## src/rtl/sa_pkg.sv

```systemverilog
// Shared constants and drain FSM state type for the systolic-array result path.
package sa_pkg;
  localparam int SA_N  = 4;
  localparam int SA_DW = 64;

  typedef enum logic [1:0] {
    IDLE    = 2'd0,
    CAPTURE = 2'd1,
    STREAM  = 2'd2
  } state_t;
endpackage

```

## src/rtl/result_buf.sv

```systemverilog
// Snapshot buffer for N*N result words: single-cycle parallel write, indexed read.
module result_buf
  import sa_pkg::*;
#(
  parameter int N  = SA_N,
  parameter int DW = SA_DW
) (
  input  logic                     clk,
  input  logic                     we,
  input  logic [N*N*DW-1:0]        wdata,
  input  logic [$clog2(N*N)-1:0]   ridx,
  output logic [DW-1:0]            rdata
);
  logic [N*N-1:0][DW-1:0] mem_q, mem_d;

  always_comb begin
    mem_d = mem_q;
    if (we) mem_d = wdata;
  end

  // Contents are don't-care after reset, so no reset term.
  always_ff @(posedge clk) mem_q <= mem_d;

  assign rdata = mem_q[ridx];
endmodule

```

## src/rtl/result_drain.sv

```systemverilog
// Captures the PE result array on a done rising edge and streams it out word by word
// over a valid/ready port. Define RESULT_DRAIN_SUM_EN to add the running-sum outputs.
module result_drain
  import sa_pkg::*;
#(
  parameter int N  = SA_N,
  parameter int DW = SA_DW
) (
  input  logic                     clk,
  input  logic                     rst,
  input  logic                     done,
  input  logic [N*N*DW-1:0]        res_in,
  output logic                     out_valid,
  input  logic                     out_ready,
  output logic [DW-1:0]            out_data,
  output logic [$clog2(N*N)-1:0]   out_idx,
  output logic                     out_last,
  output logic                     busy,
  output logic                     overrun
`ifdef RESULT_DRAIN_SUM_EN
  ,
  output logic [DW-1:0]            sum,
  output logic                     sum_valid
`endif
);
  localparam int NN = N * N;
  localparam int IW = $clog2(NN);
  localparam logic [IW-1:0] LAST = IW'(NN - 1);

  state_t          state_q, state_d;
  logic [IW-1:0]   idx_q, idx_d;
  logic            done_q;
  logic            out_valid_q, out_valid_d;
  logic            out_last_q, out_last_d;
  logic [DW-1:0]   out_data_q, out_data_d;
  logic            busy_q, busy_d;
  logic            overrun_q, overrun_d;
  logic            rise, xfer, buf_we;
  logic [IW-1:0]   ridx;
  logic [DW-1:0]   rdata;

  assign rise = done & ~done_q;
  assign xfer = out_valid_q & out_ready;

  // Read port looks one word ahead so out_data can be registered.
  assign ridx = (state_q == STREAM && idx_q != LAST) ? idx_q + IW'(1) : '0;

  result_buf #(.N(N), .DW(DW)) u_buf (
    .clk   (clk),
    .we    (buf_we),
    .wdata (res_in),
    .ridx  (ridx),
    .rdata (rdata)
  );

  always_comb begin
    state_d     = state_q;
    idx_d       = idx_q;
    out_valid_d = out_valid_q;
    out_last_d  = out_last_q;
    out_data_d  = out_data_q;
    overrun_d   = overrun_q;
    buf_we      = 1'b0;
    case (state_q)
      IDLE: begin
        if (rise) begin
          buf_we  = 1'b1;
          state_d = CAPTURE;
        end
      end
      CAPTURE: begin
        state_d     = STREAM;
        idx_d       = '0;
        out_valid_d = 1'b1;
        out_data_d  = rdata;
        out_last_d  = (LAST == '0);
      end
      STREAM: begin
        if (xfer) begin
          if (idx_q == LAST) begin
            state_d     = IDLE;
            idx_d       = '0;
            out_valid_d = 1'b0;
            out_last_d  = 1'b0;
          end else begin
            idx_d      = idx_q + IW'(1);
            out_data_d = rdata;
            out_last_d = (idx_q + IW'(1) == LAST);
          end
        end
      end
      default: state_d = IDLE;
    endcase
    if (rise && state_q != IDLE) overrun_d = 1'b1;
    busy_d = (state_d != IDLE);
  end

  always_ff @(posedge clk) begin
    if (rst) begin
      state_q     <= IDLE;
      idx_q       <= '0;
      done_q      <= 1'b0;
      out_valid_q <= 1'b0;
      out_last_q  <= 1'b0;
      out_data_q  <= '0;
      busy_q      <= 1'b0;
      overrun_q   <= 1'b0;
    end else begin
      state_q     <= state_d;
      idx_q       <= idx_d;
      done_q      <= done;
      out_valid_q <= out_valid_d;
      out_last_q  <= out_last_d;
      out_data_q  <= out_data_d;
      busy_q      <= busy_d;
      overrun_q   <= overrun_d;
    end
  end

  assign out_valid = out_valid_q;
  assign out_data  = out_data_q;
  assign out_idx   = idx_q;
  assign out_last  = out_last_q;
  assign busy      = busy_q;
  assign overrun   = overrun_q;

`ifdef RESULT_DRAIN_SUM_EN
  logic [DW-1:0] sum_q, sum_d;
  logic          sum_valid_q, sum_valid_d;

  always_comb begin
    sum_d       = sum_q;
    sum_valid_d = 1'b0;
    if (state_q == CAPTURE) sum_d = '0;
    if (xfer) begin
      sum_d       = sum_q + out_data_q;
      sum_valid_d = (idx_q == LAST);
    end
  end

  always_ff @(posedge clk) begin
    if (rst) begin
      sum_q       <= '0;
      sum_valid_q <= 1'b0;
    end else begin
      sum_q       <= sum_d;
      sum_valid_q <= sum_valid_d;
    end
  end

  assign sum       = sum_q;
  assign sum_valid = sum_valid_q;
`endif
endmodule

```

## config.mk

```make
export PLATFORM = sky130hd
export DESIGN_NAME = result_drain
export DESIGN_NICKNAME = d
export VERILOG_FILES = /design/src/rtl/sa_pkg.sv /design/src/rtl/result_buf.sv /design/src/rtl/result_drain.sv
export SDC_FILE = /design/constraint.sdc
export NUM_CORES = 1
export LEC_CHECK = 0
export ABC_AREA = 1
export CAP_MARGIN = 15
export CORE_AREA = 2 2 429 431
export DETAILED_ROUTE_END_ITERATION = 7
export DIE_AREA = 0 0 431 433
export GPL_TIMING_DRIVEN = 0
export PLACE_DENSITY = 0.54
export SYNTH_ARGS = -nofsm -noshare
export SYNTH_HDL_FRONTEND = slang
export SYNTH_HIERARCHICAL = 1
export SYNTH_SLANG_ARGS = --single-unit
```

## constraint.sdc

```tcl
create_clock -name clk -period 35.3 [get_ports clk]
set_input_delay 7.06 -clock clk [delete_from_list [all_inputs] [get_ports clk]]
set_output_delay 7.06 -clock clk [all_outputs]
set_load 0.1 [all_outputs]
```

==> results of run 1 <==
[cells in the final DEF (no fill, tap or decap), drive strengths merged, types with 2 or more instances in the layout]
cell and instances:
a21oi 72, buf 225, bufinv 11, clkbuf 193, clkdlybuf4s50 1099, clkinv 53
clkinvlp 3, dfxtp 75, diode 48, edfxtp 1024, ha 2, inv 790
nand2 1425, nand3 835, nor2 14
[final cells by class]
| type | instances | area (sq um) |
|---|---|---|
| well taps | 2385 | 2980 |
| plain buffers | 239 | 1540 |
| multi-input cells | 2354 | 10600 |
| clock inverters | 74 | 712 |
| flip-flops and latches | 1099 | 32300 |
| repair buffers | 1113 | 11400 |
| fillers | 18100 | 116000 |
| diodes | 48 | 120 |
| clock buffers | 166 | 3620 |
| inverters | 783 | 2950 |
[power by group through the flow]
stage | Combinational [mW] | Sequential, mW | Clock (mW)
4_1_cts | 0.606 | 1.59 | 1.42
5_1_grt | 0.646 | 1.59 | 1.47
3_5_place_dp | 0.603 | 1.61 | 0
6_report | 0.602 | 1.59 | 1.39
2_1_floorplan | 0.248 | 1.76 | 0
3_3_place_gp | 0.591 | 1.79 | 0
[sequential cells by signal (all words and copies together) (netlist names)]
| signal | flops |
|---|---|
| done_q | 1 |
| busy | 1 |
| u_buf/mem_q | 1024 |
| out_idx | 4 |
| out_last | 1 |
| out_data | 64 |
| state_q | 2 |
| overrun | 1 |
| out_valid | 1 |
[per-layer routing]
layer	routed length (microns)	up-vias
met5	188	-
met4	8170	28
met3	16500	338
met2	115000	1677
met1	89000	18200
li1	-	17100
[per-stage QoR]
| stage | instance area [sq um] | cells | hold WS (ns) | TNS (ns) |
|---|---|---|---|---|
| final | 66100 | 8261 | 0.472 | 0 |
| after global routing | 66100 | 8246 | 0.484 | 0 |
| after CTS | 66000 | 8213 | 0.470 | 0 |
| after detailed placement | 61600 | 7973 | 0.460 | 0 |
| after global placement | 61300 | 7959 | 0.464 | -3378.28 |
| after floorplan | 47300 | 4475 | 0.508 | 0 |
[cell usage after synthesis (2+ instances only)]
master,number,share of area (%)
buf_2,133,1.4
nor2_1,13,0.10
buf_6,17,0.40
nand3_2,60,1.3
inv_2,3,0.024
a21oi_1,12,0.13
buf_1,13,0.10
dfxtp_1,75,3.2
nand3_1,774,8.2
nand2_1,1422,11
edfxtp_1,1024,65
nand2_4,2,0.048
clkbuf_1,20,0.16
buf_12,7,0.30
ha_1,2,0.053
clkbuf_8,7,0.20
buf_4,41,0.65
a21oi_2,60,1.1
inv_1,779,6.2
[path summary, 6_finish.rpt]
kind	end	depth (start not counted)	slack, ns	startpoint
setup reg to reg	out_data[30]	10	31.62	out_idx[0]
setup / recovery	out_idx[2]	1	25.60	out_idx[2]
hold / removal	out_data[1]	2	0.47	out_data[1]
hold reg to reg	out_data[1]	2	0.47	out_data[1]
[cells by family after synthesis]
family | count (synthesis) | synth area share [%]
simple gates | 2277 | 21.0
flops | 1099 | 68.2
buf+inv | 1022 | 9.47
compound gates | 74 | 1.26
fa+ha+maj | 2 | 0.0529
xor+xnor | 1 | 0.0185
==> PnR_summary.wiki, run 1 <==
{| class="wikitable"
! Metric !! Value
|-
| Result of the run || completed
|-
| Chip Height || 433 microns
|-
| Pre-CTS worst setup slack || 25.05 ns
|-
| Cell family with most CP delay || buffers and inverters
|-
| Kind of end point of the critical path || output pin
|-
| Signal arrival time at the worst endpoint || 2.64 ns
|-
| Number of buffers inserted by hold repair at cts || 0
|-
| Buf+Inv Stages, Crit Path || 1
|-
| Global-route met1 utilization || 28.9%
|-
| All-Layer GR Usage || 23.7%
|-
| Netlist Area Pre-Place || 47300 sq um
|-
| Fraction of met2 tracks used by global routing || 40.7%
|-
| Global placement routability congestion || 0.915
|-
| Final count of negative-setup-slack endpoints || 0
|-
| Class of the tightest hold or removal check || register to register
|-
| Count of H-tree levels built during CTS || 4
|-
| Post-synthesis net count || 5505
|-
| # rows || 157
|-
| Clock-pin slew of the registers on the worst-case setup and hold paths || 0.05 ns
|-
| Sequential-to-total area share from yosys stat || 68.2%
|-
| Cell-by-cell trace of the critical path || clkdlybuf4s50_1
|-
| Overflow left after global routing || 0
|-
| Global routing usage on met3 || 4.94%
|-
| Worst rel slew slack || 17.2%
|-
| Fin worst setup slack || 25.60 ns
|-
| Setup repair after global routing missed its margin || false
|-
| Post-synthesis cell type count || 30
|-
| Largest stage delay on the critical path || 1.34 ns
|-
| Maximum root-to-sink buffer count || 3
|-
| Remaining antenna violation count after routing || 0
|-
| TritonCTS clock tree || yes
|-
| Post-DP HPWL || 178 mm
|-
| Slowest cell on crit path || clkdlybuf4s50_1
|-
| Sink Count || 1099
|-
| Number of pins with negative max-slew slack in the final report || 0
|-
| Part of the power in combinational logic || 16.8%
|-
| Relative contribution of the clock network to total power || 38.8%
|-
| Number of port buffers || 1099
|-
| Post-CTS resize count || 0
|-
| Most crowded layer after global routing || met2
|-
| Width of the die || 431 microns
|-
| Maximum operating frequency || 103 MHz
|-
| Sequential share of power || 44.4%
|-
| Initial core utilization || 26.0%
|-
| Avg WL per Cell || 27.7 microns
|-
| Number of violations of the max-capacitance limit || 0
|-
| Clock root buffer || clkbuf_16
|-
| Maximum ir drop on the vdd rail || 0.0492 mV
|-
| Warnings from Yosys || 6
|-
| Period utilization || 27.5%
|-
| Gate count after technology mapping || 4475
|-
| Critical path fanouts, max || 6
|-
| Number of antenna violations at the first check in global routing || 77
|-
| Area added between synthesis and finish || 39.8%
|-
| Switching component of the power || 0.997 mW
|-
| EDFF count, synth || 1024
|-
| Final Core Density || 36.3%
|-
| Total internal power || 2.58 mW
|-
| Tmin final || 9.70 ns
|-
| Asr flop ratio synth || 0%
|-
| Seq cells post-synth || 1099
|-
| Vias post-DR || 37300
|-
| Total I/O pin count || 1100
|-
| Power Total || 3.57 mW
|-
| Setup crit start kind || register
|-
| Endpoint required time on the critical path || 28.24 ns
|-
| Switching part of the total || 27.9%
|-
| Power density of the placed cells || 54.1 nW/um^2
|-
| Proportion of layout cells with a drive suffix above 1 || 9.40%
|-
| Later-pin clock latency in the skew report || 0.80 ns
|-
| Die Outline Area || 187000 sq um
|-
| Std-Cell Core Area || 182000 sq um
|-
| Number of setup buffers added after CTS || 0
|-
| Vias in the first global route || 36400
|-
| Maximum number of pins on one net before global-route repair || 134
|-
| Number of design rule violations left after detail routing || 0
|-
| Clock buffer count from CTS || 134
|-
| Iter 0 DRT Violations || 3990
|-
| Detailed-router iteration count before antenna repair || 7
|-
| Global-route wire length before repair || 299 mm
|-
| Worst Tran Pin Value || 1.24 ns
|-
| Dominant synthesized flop cell || edfxtp_1
|-
| Critical setup path kind || register to output pin
|-
| Synthesized area per cell || 10.6 sq um
|-
| Number of failing hold endpoints at the final stage || 0
|-
| Largest clock skew in the final design || 0.0320 ns
|-
| Overall routed net length || 229 mm
|-
| Via density per instance || 4.52
|-
| Layout Nets || 6754
|-
| Static Leakage || 27.0 nW
|}
No activity file was read; power rests on OpenSTA's default activity.
==> run 2: changes to the inputs <==
clock period = 10.16 ns   (was 35.3 ns; I/O delays follow)
==> run 2 against run 1 <==
  * Clock power rose to 3.5 times the previous value
  * Sequential power rose to 3.5 times the previous value
  * Global-route usage about the same
  * Count of clock-buffer cells in the layout up 10
  * Non-clock buffer count up 19
  * Critical path type unchanged
  * Critical endpoint unchanged
  * Largest cell class unchanged
  * Highest routed layer unchanged
==> PnR_summary.wiki, run 2 (same netlist as run 1, synthesis figures left out) <==
{| class="wikitable"
! Metric !! Value
|-
| Sequential share of power || 44.0% (-0.4 points)
|-
| Post-detailed-placement cell area || 62000 sq um (+0.53%)
|-
| # rows || 157 (unchanged)
|-
| Clock root buffer || clkbuf_16
|-
| Area added between synthesis and finish || 40.6%
|-
| Layout Nets || 6775 (+0.31%)
|-
| Number of buffers inserted by hold repair at cts || 0 (unchanged)
|-
| Worst Tran Pin Value || 1.29 ns (+0.0500 ns)
|-
| Vias post-DR || 37400 (+0.21%)
|-
| Result of the run || completed
|-
| Number of design rule violations left after detail routing || 0 (unchanged)
|-
| Sink Count || 1099 (unchanged)
|-
| Overall routed net length || 228 mm (-0.14%)
|-
| Kind of end point of the critical path || output pin
|-
| Switching component of the power || 3.45 mW (+250%)
|-
| Largest clock skew in the final design || 0.0270 ns (-0.00502 ns)
|-
| Number of pins with negative max-slew slack in the final report || 0 (unchanged)
|-
| Via density per instance || 4.52 (about the same)
|-
| Overflow left after global routing || 0 (unchanged)
|-
| Iter 0 DRT Violations || 3869 (-3.0%)
|-
| Setup crit start kind || register
|-
| Leading cell type in the layout, fill and taps excluded || nand2_1
|-
| Maximum ir drop on the vdd rail || 0.137 mV (+180%)
|-
| Tmin final || 4.62 ns
|-
| Critical path fanouts, max || 6 (unchanged)
|-
| Maximum number of pins on one net before global-route repair || 47 (-65%)
|-
| Register with the most flip-flops || u_buf/mem_q
|-
| Total internal power || 9.05 mW (+250%)
|-
| Total I/O pin count || 1100 (unchanged)
|-
| Chip Height || 433 microns (unchanged)
|-
| Period utilization || 45.5%
|-
| Global placement routability congestion || 0.891 (-2.7%)
|-
| Slowest cell on crit path || clkdlybuf4s50_1
|-
| Register cell area after layout || 32300 sq um (unchanged)
|-
| Endpoint required time on the critical path || 8.13 ns (-20.11 ns)
|-
| Power Total || 12.5 mW (+250%)
|-
| Commonest cells after routing, fill and taps aside || nand2_1, clkdlybuf4s50_1, edfxtp_1, inv_1, nand3_1
|-
| Clock-pin slew of the registers on the worst-case setup and hold paths || 0.06 ns (about the same)
|-
| Critical setup path kind || register to output pin
|-
| Later-pin clock latency in the skew report || 0.79 ns (about the same)
|-
| Setup repair after global routing missed its margin || false
|-
| TritonCTS clock tree || yes
|-
| Vias in the first global route || 36700 (+0.72%)
|-
| Area of the multi-input gates || 10600 sq um (unchanged)
|-
| Worst rel slew slack || 14.1% (-3.1 points)
|-
| Count of H-tree levels built during CTS || 4 (unchanged)
|-
| Number of failing hold endpoints at the final stage || 0 (unchanged)
|-
| Global-route wire length before repair || 299 mm (+0.20%)
|-
| Cell family with most CP delay || buffers and inverters
|-
| All-Layer GR Usage || 23.7% (about the same)
|-
| Std-Cell Core Area || 182000 sq um (unchanged)
|-
| Clock buffer count from CTS || 136 (+1.5%)
|-
| Fill cell count || 18100 (-0.011%)
|-
| Pre-CTS worst setup slack || 5.07 ns (-19.98 ns)
|-
| Width of the die || 431 microns (unchanged)
|-
| Final count of negative-setup-slack endpoints || 0 (unchanged)
|-
| Initial core utilization || 26.0% (unchanged)
|-
| Static Leakage || 27.2 nW (+0.59%)
|-
| Avg WL per Cell || 27.5 microns (-0.42%)
|-
| Proportion of layout cells with a drive suffix above 1 || 9.71% (+0.30 points)
|-
| Post-CTS resize count || 0 (unchanged)
|-
| Number of violations of the max-capacitance limit || 0 (unchanged)
|-
| Switching part of the total || 27.6% (-0.32 points)
|-
| Post-DP HPWL || 178 mm (+0.27%)
|-
| Signal arrival time at the worst endpoint || 2.59 ns (-0.05 ns)
|-
| Power density of the placed cells || 188 nW/um^2 (+250%)
|-
| Relative contribution of the clock network to total power || 39.0% (+0.2 points)
|-
| Fin worst setup slack || 5.54 ns (-20.06 ns)
|-
| Cell-by-cell trace of the critical path || clkdlybuf4s50_1
|-
| Buf+Inv Stages, Crit Path || 1 (unchanged)
|-
| Largest register FFs || 1024 (unchanged)
|-
| Largest stage delay on the critical path || 1.31 ns (-0.03 ns)
|-
| Class of the tightest hold or removal check || register to register
|-
| Remaining antenna violation count after routing || 0 (unchanged)
|-
| Number of setup buffers added after CTS || 0 (unchanged)
|-
| Number of port buffers || 1099 (unchanged)
|-
| Die Outline Area || 187000 sq um (unchanged)
|-
| Maximum root-to-sink buffer count || 3 (unchanged)
|-
| Detailed-router iteration count before antenna repair || 6 (-1)
|-
| Maximum operating frequency || 216 MHz
|-
| Part of the power in combinational logic || 16.9% (about the same)
|-
| Number of antenna violations at the first check in global routing || 74 (-3.9%)
|-
| Layout Cell Area excl Fill || 66500 sq um (+0.62%)
|}
==> run 2: changes by cell type in the layout (fill, tap and decap cells not counted), sizes merged, moves of 2 or more <==
cell,delta
buf,+19
inv,-2
clkinvlp,+3
bufinv,+2
clkbuf,+10
clkinv,-8
==> run 2: final timing paths <==
path / start / end / slack (ns) / cells past startpoint
max reg2reg: out_idx[0] / out_data[63] / 6.34 / 15
max: out_idx[2] / out_idx[2] / 5.54 / 1
min reg2reg: out_last / out_last / 0.47 / 2
min: out_last / out_last / 0.47 / 2
==> run 2: per-stage QoR <==
| step | TNS (ns) | util [%] | cells | hold WS, ns |
|---|---|---|---|---|
| 2_1_floorplan | -8037.30 | - | 4475 | 0.509 |
| 3_3_place_gp | - | 33.7 | 7959 | 0.460 |
| 3_5_place_dp | 0 | 34.0 | 7992 | 0.461 |
| 4_1_cts | 0 | 36.5 | 8237 | 0.470 |
| 5_1_grt | 0 | 36.5 | 8275 | 0.493 |
| 6_report | 0 | 36.5 | 8284 | 0.474 |
==> run 2: routing by layer <==
metal  up-vias  share of wire, %  routed length (microns)  GRT usage (%)
met5         -             0.064                      146              0
met4        24               3.5                     7870           9.58
met3       297               6.9                    15700           4.40
met2      1603                50                   115000           41.2
met1     18400                39                    89400           28.8
li1      17100                 -                        -              -
==> run 2: power groups by stage <==
stage               sequential, mW  combinational, mW  clock (mW)
global placement              6.01               2.05           0
detailed placement            5.59               2.13           0
CTS                           5.50               2.14        4.99
floorplan                     5.98              0.862           0
finish                        5.50               2.12        4.87
global route                  5.53               2.27        5.15
==> run 2: cell type report <==
| type | count | share of cell area (%) |
|---|---|---|
| Multi-Input combinational cell | 2354 | 15.9 |
| Sequential cell | 1099 | 48.5 |
| Clock buffer | 176 | 5.51 |
| Buffer | 239 | 2.32 |
| Antenna cell | 47 | 0.177 |
| Inverter | 783 | 4.45 |
| Clock inverter | 69 | 1.13 |
| Timing Repair Buffer | 1132 | 17.6 |
| Tap cell | 2385 | 4.49 |
